**src/rtl/seq_ripple_subtractor.sv**
```systemverilog
// Chunked multi-cycle ripple-borrow subtractor: diff = a - b - bin, Chunk bits per clock,
// with valid/ready handshakes on both the operand and the result side.
module seq_ripple_subtractor #(
  parameter int MaxSize = 128,
  parameter int Chunk   = 8
) (
  input  logic               clk,
  input  logic               rst,
  input  logic               in_valid,
  output logic               in_ready,
  input  logic [MaxSize-1:0] a,
  input  logic [MaxSize-1:0] b,
  input  logic               bin,
  output logic               out_valid,
  input  logic               out_ready,
  output logic [MaxSize-1:0] diff,
  output logic               bout,
  output logic               ovf
);

  localparam int N    = MaxSize / Chunk;
  localparam int CntW = (N > 1) ? $clog2(N) : 1;

  generate
    if (Chunk < 1 || (MaxSize % Chunk) != 0) begin : g_bad_chunk
      $error("seq_ripple_subtractor: MaxSize must be a positive multiple of Chunk");
    end
  endgenerate

  typedef enum logic [1:0] {
    IDLE,
    RUN,
    DONE
  } state_t;

  state_t             state;
  state_t             state_next;
  logic [MaxSize-1:0] a_reg;
  logic [MaxSize-1:0] b_reg;
  logic               borrow_reg;
  logic [CntW-1:0]    cnt;
  logic [Chunk-1:0]   a_chunk;
  logic [Chunk-1:0]   b_chunk;
  logic [Chunk:0]     chunk_res;
  logic               last_chunk;

  // One extra bit on the chunk subtract so its MSB is the borrow into the next chunk
  always_comb begin
    a_chunk    = a_reg[cnt*Chunk +: Chunk];
    b_chunk    = b_reg[cnt*Chunk +: Chunk];
    chunk_res  = {1'b0, a_chunk} - {1'b0, b_chunk} - {{Chunk{1'b0}}, borrow_reg};
    last_chunk = (cnt == CntW'(N - 1));
  end

  always_ff @(posedge clk or posedge rst) begin
    if (rst) begin
      state <= IDLE;
    end else begin
      state <= state_next;
    end
  end

  always_comb begin
    state_next = state;
    in_ready   = 1'b0;
    out_valid  = 1'b0;
    case (state)
      IDLE: begin
        in_ready = 1'b1;
        if (in_valid) begin
          state_next = RUN;
        end
      end
      RUN: begin
        if (last_chunk) begin
          state_next = DONE;
        end
      end
      DONE: begin
        out_valid = 1'b1;
        if (out_ready) begin
          state_next = IDLE;
        end
      end
      default: state_next = IDLE;
    endcase
  end

  // Result registers are overwritten chunk by chunk and otherwise hold the last result
  always_ff @(posedge clk or posedge rst) begin
    if (rst) begin
      a_reg      <= '0;
      b_reg      <= '0;
      borrow_reg <= 1'b0;
      cnt        <= '0;
      diff       <= '0;
      bout       <= 1'b0;
      ovf        <= 1'b0;
    end else begin
      case (state)
        IDLE: begin
          if (in_valid) begin
            a_reg      <= a;
            b_reg      <= b;
            borrow_reg <= bin;
            cnt        <= '0;
          end
        end
        RUN: begin
          diff[cnt*Chunk +: Chunk] <= chunk_res[Chunk-1:0];
          borrow_reg               <= chunk_res[Chunk];
          cnt                      <= cnt + CntW'(1);
          if (last_chunk) begin
            bout <= chunk_res[Chunk];
            ovf  <= (a_reg[MaxSize-1] != b_reg[MaxSize-1]) &&
                    (chunk_res[Chunk-1] != a_reg[MaxSize-1]);
          end
        end
        default: ;
      endcase
    end
  end

endmodule
```
**config.mk**
```make
export PLATFORM = sky130hd
export DESIGN_NAME = seq_ripple_subtractor
export DESIGN_NICKNAME = d
export VERILOG_FILES = /design/src/rtl/seq_ripple_subtractor.sv
export SDC_FILE = /design/constraint.sdc
export NUM_CORES = 1
export LEC_CHECK = 0
export BUFFER_PORTS_ARGS = -buffer_cell sky130_fd_sc_hd__buf_2
export CAP_MARGIN = 30
export CORE_ASPECT_RATIO = 2
export CORE_MARGIN = 2
export CORE_UTILIZATION = 59
export CTS_CLUSTER_DIAMETER = 80
export DETAILED_ROUTE_END_ITERATION = 8
export PLACE_DENSITY = 0.86
export SETUP_SLACK_MARGIN = 0.05
export SYNTH_ARGS = -nofsm -noshare
export SYNTH_HDL_FRONTEND = slang
export SYNTH_SLANG_ARGS = --single-unit
```
**constraint.sdc**
```tcl
create_clock -name clk -period 34.1 [get_ports clk]
set_input_delay 6.82 -clock clk [delete_from_list [all_inputs] [get_ports clk]]
set_output_delay 6.82 -clock clk [all_outputs]
set_load 0.02 [all_outputs]
```
# ---- Yosys cells after proc, flatten, opt, wreduce, memory -nomap -nowiden
# Index checks and enable logic that the tools add are counted.
dict set report totals {
  ff_bits 393
  wordCells 42
}
dict set report classes {
  shift 4
  eq_ne 8
  addsub 4
  reduce_logical 7
  mux 11
}
# operator n
set op_table {}
lappend op_table {{$shiftx 128x8->8} 2}
lappend op_table {{$bwmux 128} 1}
lappend op_table {{$shift 8x34->128 const A} 1}
lappend op_table {{$shiftx 8x34->128} 1}
lappend op_table {{$neg 7->34} 1}
lappend op_table {{$sub 8x8->9} 1}
lappend op_table {{$sub 9x1->9} 1}
lappend op_table {{$pmux 4 s2} 1}
lappend op_table {{$mux 2} 3}
lappend op_table {{$ne 2x2->1 const B} 3}
lappend op_table {{$pmux 2 s3} 1}
lappend op_table {{$reduce_and 2->1} 3}
lappend op_table {{$add 4x1->4 const B} 1}
lappend op_table {{$eq 4x4->1 const B} 1}
lappend op_table {{$mux 4} 1}
lappend op_table {{$mux 1} 3}
lappend op_table {{$reduce_and 3->1} 1}
lappend op_table {{$eq 2x1->1 const B} 1}
lappend op_table {{$eq 2x2->1 const B} 1}
lappend op_table {{$logic_not 2->1} 1}
lappend op_table {{$ne 1x1->1} 2}
lappend op_table {{$pmux 1 s2} 1}
lappend op_table {{$reduce_bool 2->1} 1}
lappend op_table {{$logic_and 1x1->1} 1}

# ---- Depth between registers and ports, before layout
dict set report logic_depth {
  ltp_word 5
  ltp_mapped 17
  mapped_depth_nobuf 13
}

# ---- Worst setup path before layout
# No wires, ideal clock.
dict set report synth_path {
  path_kind {input to register}
  from {input in_valid}
  to {register a_reg[26]}
  t_arrival_ps 7833
  n_path_buf 3
  cell_stages 6
  required_time_ps 34035
  slack_ps 26202
  cell_sequence {and2_1 clkbuf_1 clkbuf_1 buf_1 nand2_1 nand2_1}
}
dict set report synth_between {
  elab_chain_len 1
}
# element line_no
set synth_lines {}
lappend synth_lines {{start, declared} 9} ;# input logic in_valid,
lappend synth_lines {{$reduce_and 2->1 (no line)} --}
lappend synth_lines {{end signal, assigned} 92} ;# a_reg <= '0;
lappend synth_lines {{end signal, assigned} 103} ;# a_reg <= a;
lappend synth_lines {{end, declared} 38} ;# logic [MaxSize-1:0] a_reg;
# Every way passes these cells.
# A chain may end at the register's enable or synchronous reset.

==> reports/qor.csv <==
stage,metric,value,unit
min_path,endpoint of the worst hold path,b_reg[21],
critical_path,RR Endpoint,diff[38],
critical_path,Reg2Reg Depth,13,
logic_synthesis,yosys warns,0,
routing,DR vias/cell,5.622,
placement,IO Port Bufs,392,
global_routing,first-pass GRT wire length,77.27,mm
logic_synthesis,Post-Synthesis Cells,1760,
sta,fin. max-slew vios,0,
critical_path,Max stage delay on crit path,0.82,ns
routing,Routed Wire Length,49.93,mm
critical_path,reg2reg setup slack,28.30,ns
clock_network,PostCTS Resize Cnt,0,
routing,drt drc,0,
routing,Final ANT Viol Nets,0,
global_routing,met3 Use GR,0.03895,
sta,Worst slew margin,0.3239,
placement,global placement routability congestion,0.8902,
logic_synthesis,Post-synth EDFFs,0,
logic_synthesis,area fraction of the dominant cell type after synthesis,0.5699,
sta,post-route clock period utilization,0.2548,
outcome,status,finished clean,
finish,fillcell total,2091,
finish,multi-input logic area,6944,um^2
die,die height,245.9,um
placement,detailed placement HPWL,36.47,mm
min_path,hold path depth,2,
logic_synthesis,mean area per synthesized cell,9.804,um^2
critical_path,critical path endpoint category,asynchronous set/reset pin,
finish,P&R area growth vs syn,19.77,%
clock_network,Skew-Pair Late Insertion Delay,0.53,ns
finish,nets@finish,2384,
clock_network,clock buffer depth,3,
critical_path,Worst Setup Start Kind,primary input,
finish,layout cells sized above 1,0.2701,
logic_synthesis,Synth cell types,44,
clock_network,Post CTS Setup Buffer Count,0,
logic_synthesis,"Seq/Total Area, Yosys",0.5699,
die,die area,30710,um^2
critical_path,CP bufs+invs,6,
min_path,Min-Delay Path Class,reg2reg,
die,initial core utilization,0.5982,
routing,DR WL/cell,19.96,um
critical_path,CP top delay family,buffers and inverters,
sta,"Hold Violations, Final",0,
critical_path,"Slowest-stage cell, CP",buf_4,
min_path,start point of the worst hold path,b_reg[21],
critical_path,WP data arrival,9.38,ns
critical_path,critical path type,in2async,
clock_network,Root Driver,clkbuf_16,
logic_synthesis,Post-synth top cells,"916 x nand2_1, 393 x dfrtp_1, 95 x o21ai_0",
global_routing,largest net degree at the start of global routing,147,
logic_synthesis,Post-Syn Area,17260,um^2
critical_path,Worst path depth,6,
die,Die X,124.9,um
routing,via count,14070,
sta,RSZ-0062 raised after global routing,no,
die,I/O pin count,393,
sta,hold slack,0.4722,ns
sta,worst slew pin tran,1.014,ns
finish,fin util,0.7164,
finish,Sequential Area,9842,um^2
global_routing,Total Routing Usage GR,0.3281,
global_routing,busiest grt layer,met2,
sta,Post-Route Setup TNS,0,ns
routing,DR pass1 iterations,7,
global_routing,initial antenna violation count,12,
global_routing,vias in the first global route,14330,
sta,clk_skew,0.01773,ns
logic_synthesis,leading area contributor after synthesis,dfrtp_1,
logic_synthesis,ranking of synthesized cells by area,"dfrtp_1 57%, nand2_1 20%, mux4_2 9.9%, o21ai_0 2.8%, clkbuf_1 1.9%",
power,Pwr per Cell Area,124.1,nW/um^2
critical_path,crit-path cells,buf_2 -> inv_8 -> buf_16 -> buf_4 -> buf_4 -> buf_16,
logic_synthesis,Post-synth top flop,dfrtp_1,
power,Pleak,11.06,nW
clock_network,CTS tree,built,
critical_path,RR Startpoint,cnt[0],
global_routing,met2 Usage GRT,0.5871,
global_routing,grt ovf,0,
logic_synthesis,Synth Net Count,2040,
critical_path,Crit path required time,34.79,ns
clock_network,cts bufs inserted,34,
critical_path,crit path from,rst,
clock_network,Worst-path clk slew,0.06,ns
clock_network,htree depth,2,
critical_path,crit-path max FO,139,
power,Peak VDD IR,0.0001166,V
global_routing,M1 GR Usage,0.3540,
logic_synthesis,register bit total from synthesis,393,
sta,fmax,0.1151,GHz
run,maxcap violations,0,
sta,shortest period the worst path allows,8.690,ns
routing,DRT iter0 DRCs,1012,
clock_network,clock sink count,393,
die,Rows,88,
die,area of the core,28850,um^2
logic_synthesis,Post-synth ARST share,1.000,
clock_network,CTS Hold Buffers Added,0,
sta,# setup viols final,0,
logic_synthesis,top-count cell post-synth,nand2_1,
-- power breakdown --
group | switching, mW | internal (mW)
Clock | 0.175 | 0.227
Combinational | 0.883 | 0.490
Sequential | 0.126 | 0.663
-- routing by layer --
| layer | vias up | wire length, um |
|---|---|---|
| met1 | 6846 | 16550 |
| met2 | 624 | 26950 |
| met3 | 189 | 2273 |
| li1 | 6406 | - |
| met4 | 0 | 4158 |
| met5 | - | 0 |
-- logic make-up (layout without fill, tap and decap cells) --
logic type / after synthesis / in the layout / share of synthesized area
simple gates: 976 / 976 / 0.2187
flops: 393 / 393 / 0.5699
compound gates: 132 / 132 / 0.04452
buf+inv: 127 / 496 / 0.02821
mux: 104 / 104 / 0.1190
fa+ha+maj: 19 / 19 / 0.01465
xor+xnor: 9 / 9 / 0.005004
other cells: 0 / 13 / 0
-- cells in the final DEF (no fill, tap or decap), drive strengths merged, types with 6 or more instances in the layout --
cell      n
diode    13
xnor2     7
nand3    14
nand2b    7
o31ai    21
ha       17
dfrtp   393
mux2     23
inv      28
o21ai    95
a21oi     6
buf     407
mux4     78
nor2     14
clkinv    9
clkbuf   49
nand2   916
-- tightest hold or removal path, stage by stage (launching register included) --
cell and delay, ns:
dfrtp_1 0.34, nand2_1 0.05, nand2_1 0.05
-- cell type report --
| cell class | instances | area share |
|---|---|---|
| clock inverters | 12 | 0.005812 |
| flip-flops and latches | 393 | 0.4762 |
| multi-input cells | 1240 | 0.3360 |
| diodes | 13 | 0.001574 |
| clock buffers | 49 | 0.04989 |
| well taps | 360 | 0.02179 |
| repair buffers | 407 | 0.1033 |
| inverters | 28 | 0.005449 |
-- worst max path at each step --
stage | end | slack, ns
4_1_cts | b_reg[12] | 25.25
3_5_place_dp | a_reg[0] | 24.69
6_report | b_reg[21] | 25.41
5_1_grt | b_reg[21] | 25.04
2_1_floorplan | a_reg[0] | 16.35
3_3_place_gp | b_reg[19] | 24.41
-- metrics by stage --
stage / std cells / total power [mW] / worst slack [ns] / instance area, um^2
final: 2502 / 2.564 / 25.41 / 20670
after global routing: 2500 / 2.719 / 25.04 / 20660
after CTS: 2487 / 2.567 / 25.25 / 20580
after detailed placement: 2426 / 2.157 / 24.69 / 19430
after global placement: 2425 / 2.100 / 24.41 / 19400
after floorplan: 1760 / 1.697 / 16.35 / 17260
Note: power is estimated with default switching activity, not from simulation.
